==> config.mk <==
export PLATFORM = sky130hd
export DESIGN_NAME = fp_round_pipe
export DESIGN_NICKNAME = d
export VERILOG_FILES = /design/src/rtl/fp_round_pipe.sv
export SDC_FILE = /design/constraint.sdc
export NUM_CORES = 1
export LEC_CHECK = 0
export BUFFER_PORTS_ARGS = -buffer_cell sky130_fd_sc_hd__buf_4
export CELL_PAD_IN_SITES_DETAIL_PLACEMENT = 1
export CELL_PAD_IN_SITES_GLOBAL_PLACEMENT = 1
export CORE_MARGIN = 4
export CORE_UTILIZATION = 40
export DETAILED_ROUTE_END_ITERATION = 16
export PLACE_DENSITY = 0.83
export SLEW_MARGIN = 30
export SYNTH_ARGS = -nofsm -noshare
export SYNTH_HDL_FRONTEND = slang
export SYNTH_SLANG_ARGS = --single-unit
==> constraint.sdc <==
create_clock -name clk -period 5.3 [get_ports clk]
set_input_delay 1.06 -clock clk [delete_from_list [all_inputs] [get_ports clk]]
set_output_delay 1.06 -clock clk [all_outputs]
set_load 0.01 [all_outputs]
==> src/rtl/fp_round_pipe.sv <==
// fp_round_pipe: two-stage rounding pipeline for the fp multiplier datapath.
// Stage 1 normalises the raw significand product by at most one position and
// splits it into kept bits, guard and sticky. Stage 2 applies the rounding mode
// and produces the stored mantissa, exponent adjustment and inexact flag.
// A valid/ready handshake with collapsing bubbles allows full-rate streaming
// under back-pressure with at most two beats in flight.
module fp_round_pipe #(
  parameter int IN_W  = 22,
  parameter int MAN_W = 10,
  parameter int TAG_W = 4
) (
  input  logic             clk,
  input  logic             rst,
  input  logic             in_valid,
  output logic             in_ready,
  input  logic [IN_W-1:0]  in_num,
  input  logic             in_sign,
  input  logic [2:0]       in_mode,
  input  logic [TAG_W-1:0] in_tag,
  output logic             out_valid,
  input  logic             out_ready,
  output logic [MAN_W-1:0] out_man,
  output logic [1:0]       out_exp_adj,
  output logic             out_inexact,
  output logic [TAG_W-1:0] out_tag
);

  // Encodings 5-7 are not listed here and fall into the RNE default.
  typedef enum logic [2:0] {
    MODE_RNE = 3'd0,
    MODE_RTZ = 3'd1,
    MODE_RUP = 3'd2,
    MODE_RDN = 3'd3,
    MODE_RNA = 3'd4
  } roundMode_t;

  // The parameters must satisfy IN_W >= MAN_W + 3 so that at least one
  // sticky bit exists below the guard bit.

  // Pipeline occupancy
  logic r_v1;
  logic r_v2;

  // Stage 1 registers
  logic [MAN_W:0]     r_s1Kept;
  logic               r_s1Guard;
  logic               r_s1Sticky;
  logic               r_s1Nrm;
  logic               r_s1Sign;
  logic [2:0]         r_s1Mode;
  logic [TAG_W-1:0]   r_s1Tag;

  // Output registers
  logic [MAN_W-1:0]   r_outMan;
  logic [1:0]         r_outExpAdj;
  logic               r_outInexact;
  logic [TAG_W-1:0]   r_outTag;

  // Handshake wires
  logic w_s1En;
  logic w_s2En;

  // Stage 1 combinational wires
  logic [IN_W-1:0]    w_norm;
  logic [MAN_W:0]     w_kept;
  logic               w_guard;
  logic               w_sticky;

  // Stage 2 combinational wires
  logic               w_inc;
  logic               w_carry;
  logic [MAN_W-1:0]   w_manSum;
  logic [MAN_W-1:0]   w_manNext;
  logic [1:0]         w_expAdjNext;
  logic               w_inexactNext;

  // A stage can load when it is empty or when its content moves on this
  // cycle; an empty output stage therefore pulls stage 1 forward even while
  // downstream is stalled, which collapses bubbles.
  assign w_s2En   = ~r_v2 | out_ready;
  assign w_s1En   = ~r_v1 | w_s2En;
  assign in_ready = w_s1En;

  // Shift left once when the overflow position is clear so the hidden bit
  // always lands at the top of w_norm.
  assign w_norm   = in_num[IN_W-1] ? in_num : {in_num[IN_W-2:0], 1'b0};
  assign w_kept   = w_norm[IN_W-1 -: MAN_W+1];
  assign w_guard  = w_norm[IN_W-2-MAN_W];
  assign w_sticky = |w_norm[IN_W-3-MAN_W:0];

  // Select the round-up increment from guard, sticky, kept lsb and sign.
  always_comb begin
    w_inc = 1'b0;
    case (r_s1Mode)
      MODE_RTZ: w_inc = 1'b0;
      MODE_RUP: w_inc = (r_s1Guard | r_s1Sticky) & ~r_s1Sign;
      MODE_RDN: w_inc = (r_s1Guard | r_s1Sticky) & r_s1Sign;
      MODE_RNA: w_inc = r_s1Guard;
      default:  w_inc = r_s1Guard & (r_s1Sticky | r_s1Kept[0]);
    endcase
  end

  // Adding the increment to the kept bits carries out of the top only when
  // every kept bit is one, which is then a round-up to the next binade.
  assign w_carry       = (&r_s1Kept) & w_inc;
  assign w_manSum      = r_s1Kept[MAN_W-1:0] + {{(MAN_W-1){1'b0}}, w_inc};
  assign w_manNext     = w_carry ? '0 : w_manSum;
  assign w_expAdjNext  = {1'b0, r_s1Nrm} + {1'b0, w_carry};
  assign w_inexactNext = r_s1Guard | r_s1Sticky;

  // Stage 1: capture normalised fields and sideband for each accepted beat.
  always_ff @(posedge clk) begin
    if (rst) begin
      r_v1       <= 1'b0;
      r_s1Kept   <= '0;
      r_s1Guard  <= 1'b0;
      r_s1Sticky <= 1'b0;
      r_s1Nrm    <= 1'b0;
      r_s1Sign   <= 1'b0;
      r_s1Mode   <= '0;
      r_s1Tag    <= '0;
    end else begin
      if (w_s1En) begin
        r_v1 <= in_valid;
      end
      if (in_valid & w_s1En) begin
        r_s1Kept   <= w_kept;
        r_s1Guard  <= w_guard;
        r_s1Sticky <= w_sticky;
        r_s1Nrm    <= in_num[IN_W-1];
        r_s1Sign   <= in_sign;
        r_s1Mode   <= in_mode;
        r_s1Tag    <= in_tag;
      end
    end
  end

  // Stage 2: register rounded results; they hold while the output is stalled.
  always_ff @(posedge clk) begin
    if (rst) begin
      r_v2         <= 1'b0;
      r_outMan     <= '0;
      r_outExpAdj  <= '0;
      r_outInexact <= 1'b0;
      r_outTag     <= '0;
    end else begin
      if (w_s2En) begin
        r_v2 <= r_v1;
      end
      if (w_s2En & r_v1) begin
        r_outMan     <= w_manNext;
        r_outExpAdj  <= w_expAdjNext;
        r_outInexact <= w_inexactNext;
        r_outTag     <= r_s1Tag;
      end
    end
  end

  assign out_valid   = r_v2;
  assign out_man     = r_outMan;
  assign out_exp_adj = r_outExpAdj;
  assign out_inexact = r_outInexact;
  assign out_tag     = r_outTag;

endmodule
==> results of run 1 <==
## power by group through the flow
stage	registers (µW)	logic (µW)	clock network [µW]
2_1_floorplan	349	54.4	0
3_3_place_gp	349	96.9	0
3_5_place_dp	351	99.7	0
4_1_cts	344	100	201
5_1_grt	346	111	216
6_report	344	98.5	193
## cell families (layout without fill, tap and decap cells)
logic type,after synthesis,count (layout),share of synthesized area (%)
AO/OA/AOI/OAI,49,49,19.07
XOR/XNOR,9,9,4.260
adder cells (fa/ha/maj),3,3,2.029
flip-flops,41,41,44.35
multiplexers,11,11,5.950
buffers and inverters,14,65,2.975
AND/OR/NAND/NOR,87,87,21.37
## critical path, stage by stage
cell	delay, ps
buf_4	110
nand3b_1	180
buf_4	170
## final timing paths
check	start	endpoint	slack, ps	cells past startpoint
setup / recovery	out_ready	in_ready	2720	3
hold / removal	out_tag[3]	out_tag[3]	460	2
setup reg to reg	r_s1Kept[0]	out_man[9]	3160	8
hold reg to reg	out_tag[3]	out_tag[3]	460	2
## state kept, by name (all words and copies together) (netlist names), 2 cells and up
register     count
out_exp_adj      2
out_tag          4
out_man         10
r_s1Mode         3
r_s1Tag          4
r_s1Kept        11
## routing by layer
| layer | vias up | track usage [%] | share of wire (%) |
|---|---|---|---|
| met5 | - | 0 | 0 |
| met4 | 0 | 6.406 | 1.9 |
| met3 | 9 | 6.028 | 6.5 |
| met2 | 48 | 26.03 | 45 |
| met1 | 753 | 20.34 | 47 |
| li1 | 866 | - | - |
## area by class of cell
| class | count | area (µm²) |
|---|---|---|
| clock buffer | 6 | 72.57 |
| inverter | 4 | 15.01 |
| tap | 52 | 65.06 |
| multi-input combinational | 159 | 974.7 |
| clock inverter | 2 | 10.01 |
| fill | 542 | 2058 |
| sequential | 41 | 820.8 |
| timing repair buffer | 53 | 397.9 |
## placed cells by master, fill, tap and decap left out, types with 2 or more instances in the layout
cell	instances
buf_4	53
dfxtp_1	41
nand2_1	36
nor2_1	20
a21oi_1	18
nand3_1	14
mux2i_1	11
a211oi_1	11
o31ai_1	9
xnor2_1	6
nor3_1	5
clkbuf_8	5
inv_1	3
xor2_1	3
ha_1	3
nor2b_1	2
nand4_1	2
a21oi_2	2
or4_1	2
clkinv_2	2
## stage by stage
stage	hold WS (ps)	instance area (µm²)	power [µW]	std cells
after floorplan	432.1	1851	403.9	214
after global placement	445.7	2273	446.3	309
after detailed placement	449.3	2273	450.4	309
after CTS	460.2	2356	644.8	317
after global routing	482.8	2356	673.0	317
final	457.4	2356	635.1	317
==> impl_results.md, run 1 <==
- Result of the run: finished, final reports clean
- TritonCTS buffer count: 5
- Clock Skew: 4.755 ps
- Headroom to the max-slew limit: 62.94%
- Final worst slack: 2721 ps
- Total count of hold-check failures in the final report: 0
- Half-perimeter wire length after placement: 3396 µm
- Area of the core: 4414 µm²
- Number of remaining DRC errors: 0
- Cell internal power dissipation: 465.7 µW
- Antenna violations before repair: 0
- Number of flops mapped to enable cells by yosys: 0
- Ys Warns: 0
- Distinct cell type count of the synthesized netlist: 35
- Length of the first detailed-routing pass in iterations: 4
- Antenna diode instance count: 0
- CTS Buffer Depth: 2
- Slew at the pin with the worst max-slew slack: 553.8 ps
- Global route total overflow: 0
- Height of the chip: 76.02 µm
- Arrival time at the worst endpoint: 1520 ps
- Detailed-route vias per instance: 5.287
- Number of nets with antenna violations after routing: 0
- Final sum of negative setup slack: 0 ps
- Gp weighted congestion: 0.6934
- Number of setup buffers added after CTS: 0
- RSZ-0062 raised after global routing: no
- Reported max-cap violation count: 0
- Sequential fraction of design power: 54.1%
- Post_cts resized: 0
- Die Area: 5778 µm²
- Growth of design area from synthesis to finish: 27.32%
- Via total after detailed routing: 1676
- # nets final: 301
- Power per Cell Area: 269.6 nW/µm²
- Sw frac: 26.67%
- Clock root buffer: clkbuf_8
- Maximum fanout along the worst path: 3
- Worst hold path class: reg2reg
- Die span in x: 76.02 µm
- Reg clk slew, reported paths: 70 ps
- Min cycle time layout: 2579 ps
- Latest clock arrival within the worst-skew pair: 290 ps
- # hold bufs at CTS: 0
- Starting utilization of the core area: 41.92%
- Synth Instances: 214
- Global-route wire length before repair: 7879 µm
- Clock tree from TritonCTS: yes
- Core occupancy in the finished layout: 53.37%
- Vias in the first global route: 1659
- Post-synthesis cell type with the largest combined area: dfxtp_1
- Final slew viol count: 0
- Type of destination of the critical path: primary output
- Dominant cells by area after synthesis: dfxtp_1 (44%), nand2_1 (7.3%), mux2i_1 (5.9%), a21oi_1 (4.9%), a211oi_1 (4.5%)
- Post-route fraction of the period consumed by the critical path: 48.67%
- Count of endpoints failing setup in the final report: 0
- Max Freq: 387.7 MHz
- Post-synth top area share: 44.35%
- Largest net degree at the start of global routing: 42
- I/O pin cnt: 53
- Leak Pwr: 0.0009746 µW
- Post-detailed-routing wire length: 4596 µm
- All-Layer GR Usage: 16.50%
- Commonest cells in the netlist: dfxtp_1 (41), nand2_1 (36), nor2_1 (20)
- Worst Setup Slack post-DPL: 2718 ps
- Fraction of layout cells with a size suffix above 1: 26.04%
- Count of buffers from port buffering: 52
- Main flop type after synthesis: dfxtp_1
- Synthesized cell area: 1851 µm²
- Proportion of register bits with asynchronous set or reset after synthesis: 0%
- Number of DRC markers after the initial detailed-route iteration: 70
- Clock share of power: 30.4%
- Post-Syn Nets: 251
- Number of cell rows: 24
- #FFs+latches synth: 41
- Dominant cell by count in the synthesized netlist: dfxtp_1
- Combinational fraction of design power: 15.5%
- Setup CP Type: in2out
- Clock Sink Count: 41
- Sequential fraction of the synthesis area: 44.35%
- Clock H-tree levels: 2
- Sw Pwr: 169.4 µW
- Synthesized area divided by synthesized cell count: 8.647 µm²
- Kind of launch point of the worst setup path: input port
- Data required time at the worst endpoint: 4240 ps
- Largest voltage drop on the vdd net: 0.0001165 V
- Routed wirelength normalized by instance count: 14.50 µm
(Power assumes the default switching activity.)
==> inputs of run 2 (changes only) <==
--- a/config.mk
+++ b/config.mk
@@ -9,9 +9,9 @@
 export CELL_PAD_IN_SITES_DETAIL_PLACEMENT = 1
 export CELL_PAD_IN_SITES_GLOBAL_PLACEMENT = 1
 export CORE_MARGIN = 4
-export CORE_UTILIZATION = 40
+export CORE_UTILIZATION = 34
 export DETAILED_ROUTE_END_ITERATION = 16
-export PLACE_DENSITY = 0.83
+export PLACE_DENSITY = 0.75
 export SLEW_MARGIN = 30
 export SYNTH_ARGS = -nofsm -noshare
 export SYNTH_HDL_FRONTEND = slang
==> constraint.sdc (replaced) <==
create_clock -name clk -period 2.15 [get_ports clk]
set_input_delay 0.43 -clock clk [delete_from_list [all_inputs] [get_ports clk]]
set_output_delay 0.43 -clock clk [all_outputs]
set_load 0.01 [all_outputs]
==> impl_results.md, run 2 (synthesized netlist as in run 1, its figures left out) <==
- Result of the run: finished, final reports clean (unchanged)
- Via total after detailed routing: 1685 (was 1676)
- Min Hold Slack: 379.6 ps (was 457.4 ps)
- Most common library cell in the layout ignoring fill and taps: buf_4 (unchanged)
- Total area of multi-input combinational cells: 987.2 µm² (was 974.7 µm²)
- All-Layer GR Usage: 14.93% (was 16.50%)
- Global-route wire length before repair: 7748 µm (was 7879 µm)
- Vias in the first global route: 1706 (was 1659)
- Total count of hold-check failures in the final report: 0 (unchanged)
- Clock Skew: 6.537 ps (was 4.755 ps)
- Power per Cell Area: 649.9 nW/µm² (was 269.6 nW/µm²)
- Number of nets with antenna violations after routing: 0 (unchanged)
- Clock Sink Count: 41 (unchanged)
- Final sum of negative setup slack: 0 ps (unchanged)
- Reported max-cap violation count: 0 (unchanged)
- Arrival time at the worst endpoint: 2200 ps (was 1520 ps)
- CTS Buffer Depth: 2 (unchanged)
- Number of DRC markers after the initial detailed-route iteration: 39 (was 70)
- RSZ-0062 raised after global routing: no (unchanged)
- Antenna diode instance count: 0 (unchanged)
- # nets final: 306 (was 301)
- Die span in x: 81.78 µm (was 76.02 µm)
- Final slew viol count: 0 (unchanged)
- Gp weighted congestion: 0.8007 (was 0.6934)
- Routed wirelength normalized by instance count: 13.51 µm (was 14.50 µm)
- Slew at the pin with the worst max-slew slack: 653.3 ps (was 553.8 ps)
- Starting utilization of the core area: 35.55% (was 41.92%)
- Core occupancy in the finished layout: 46.68% (was 53.37%)
- Reg clk slew, reported paths: 70 ps (about the same)
- TritonCTS buffer count: 5 (unchanged)
- Antenna violations before repair: 0 (unchanged)
- Clock H-tree levels: 2 (unchanged)
- Height of the chip: 81.78 µm (was 76.02 µm)
- Latest clock arrival within the worst-skew pair: 290 ps (about the same)
- Number of setup buffers added after CTS: 0 (unchanged)
- Half-perimeter wire length after placement: 3420 µm (was 3396 µm)
- Die Area: 6687 µm² (was 5778 µm²)
- Detailed-route vias per instance: 4.956 (was 5.287)
- Number of cell rows: 26 (was 24)
- Clock root buffer: clkbuf_8 (unchanged)
- Type of destination of the critical path: flip-flop (was primary output)
- Post-route fraction of the period consumed by the critical path: 91.71%
- Most used cells in the layout excluding fill and tap cells: buf_4 (58), dfxtp_1 (40), nand2_1 (36) (was buf_4 (53), dfxtp_1 (41), nand2_1 (36))
- Fraction of layout cells with a size suffix above 1: 28.89% (was 26.04%)
- Max Freq: 507.2 MHz
- Largest voltage drop on the vdd net: 0.0003834 V (was 0.0001165 V)
- Sequential cell area: 822.0 µm² (was 820.8 µm²)
- Headroom to the max-slew limit: 56.28% (was 62.94%)
- I/O pin cnt: 53 (unchanged)
- Number of remaining DRC errors: 0 (unchanged)
- Length of the first detailed-routing pass in iterations: 4 (unchanged)
- Post-detailed-routing wire length: 4593 µm (was 4596 µm)
- Leak Pwr: 0.001001 µW (was 0.0009746 µW)
- Register name with the most flops: r_s1Kept (unchanged)
- Kind of launch point of the worst setup path: flip-flop (was input port)
- Setup CP Type: reg2reg (was in2out)
- Worst hold path class: in2reg (was reg2reg)
- Max reg flops: 11 (unchanged)
- Count of fill cells added during filler insertion: 645 (was 542)
- Data required time at the worst endpoint: 2380 ps (was 4240 ps)
- Area of the core: 5205 µm² (was 4414 µm²)
- Largest net degree at the start of global routing: 41 (was 42)
- Global route total overflow: 0 (unchanged)
- Clock tree from TritonCTS: yes (unchanged)
- Min cycle time layout: 1972 ps
- Count of endpoints failing setup in the final report: 0 (unchanged)
- Growth of design area from synthesis to finish: 31.30% (was 27.32%)
- Count of buffers from port buffering: 52 (unchanged)
- Maximum fanout along the worst path: 4 (was 3)
## run 2: cell count changes in the layout (fill, tap and decap cells not counted), sizes merged
cell	before	now
buf	53	58
## run 2: final timing paths
kind	slack [ps]	depth (start not counted)	end	from
min	380	3	r_s1Mode[2]	in_mode[2]
min reg2reg	460	2	out_exp_adj[1]	out_exp_adj[1]
max reg2reg	180	8	out_man[9]	r_s1Mode[0]
max	180	8	out_man[9]	r_s1Mode[0]
## run 2: where the power goes
group	leakage (µW)	switching [µW]	internal, µW
clock network	0.0000450	254	225
registers	0.000338	35.8	805
logic	0.000619	132	127
total	0.00100	422	1160
## run 2: metal layers
layer  GRT usage (%)  up-vias  wire, µm
li1                -      869         -
met1           19.10      773      2243
met2           24.23       38      2020
met3           3.399        5       251
met4           5.980        0        78
met5               0        -         0
## run 2: final cells by class
class | instances | area share, %
clock inverter | 2 | 0.4119
inverter | 4 | 0.6179
sequential | 41 | 33.83
timing repair buffer | 58 | 17.92
tap | 70 | 3.605
multi-input combinational | 159 | 40.63
clock buffer | 6 | 2.987
## run 2: per-stage QoR
step / cells / worst slack [ps] / total power (µW) / area (µm²)
floorplan: 214 / 258.7 / 995.6 / 1851
finish: 340 / 178.2 / 1579 / 2430
detailed placement: 332 / 104.2 / 1119 / 2333
CTS: 340 / 82.46 / 1601 / 2416
global placement: 332 / 162.6 / 1112 / 2333
global route: 340 / 18.47 / 1661 / 2430
## run 2: critical path, stage by stage (launching register included)
cell	delay, ps
dfxtp_1	350
nor2_1	150
a31oi_2	150
nand2_1	130
ha_2	220
inv_1	80
or4_1	490
a31o_2	260
a21oi_2	90
## run 2: what timing repair did
action,CTS,global route
resized for setup,0,4
hold buffers,0,0
endpoints found under the setup margin,0,1
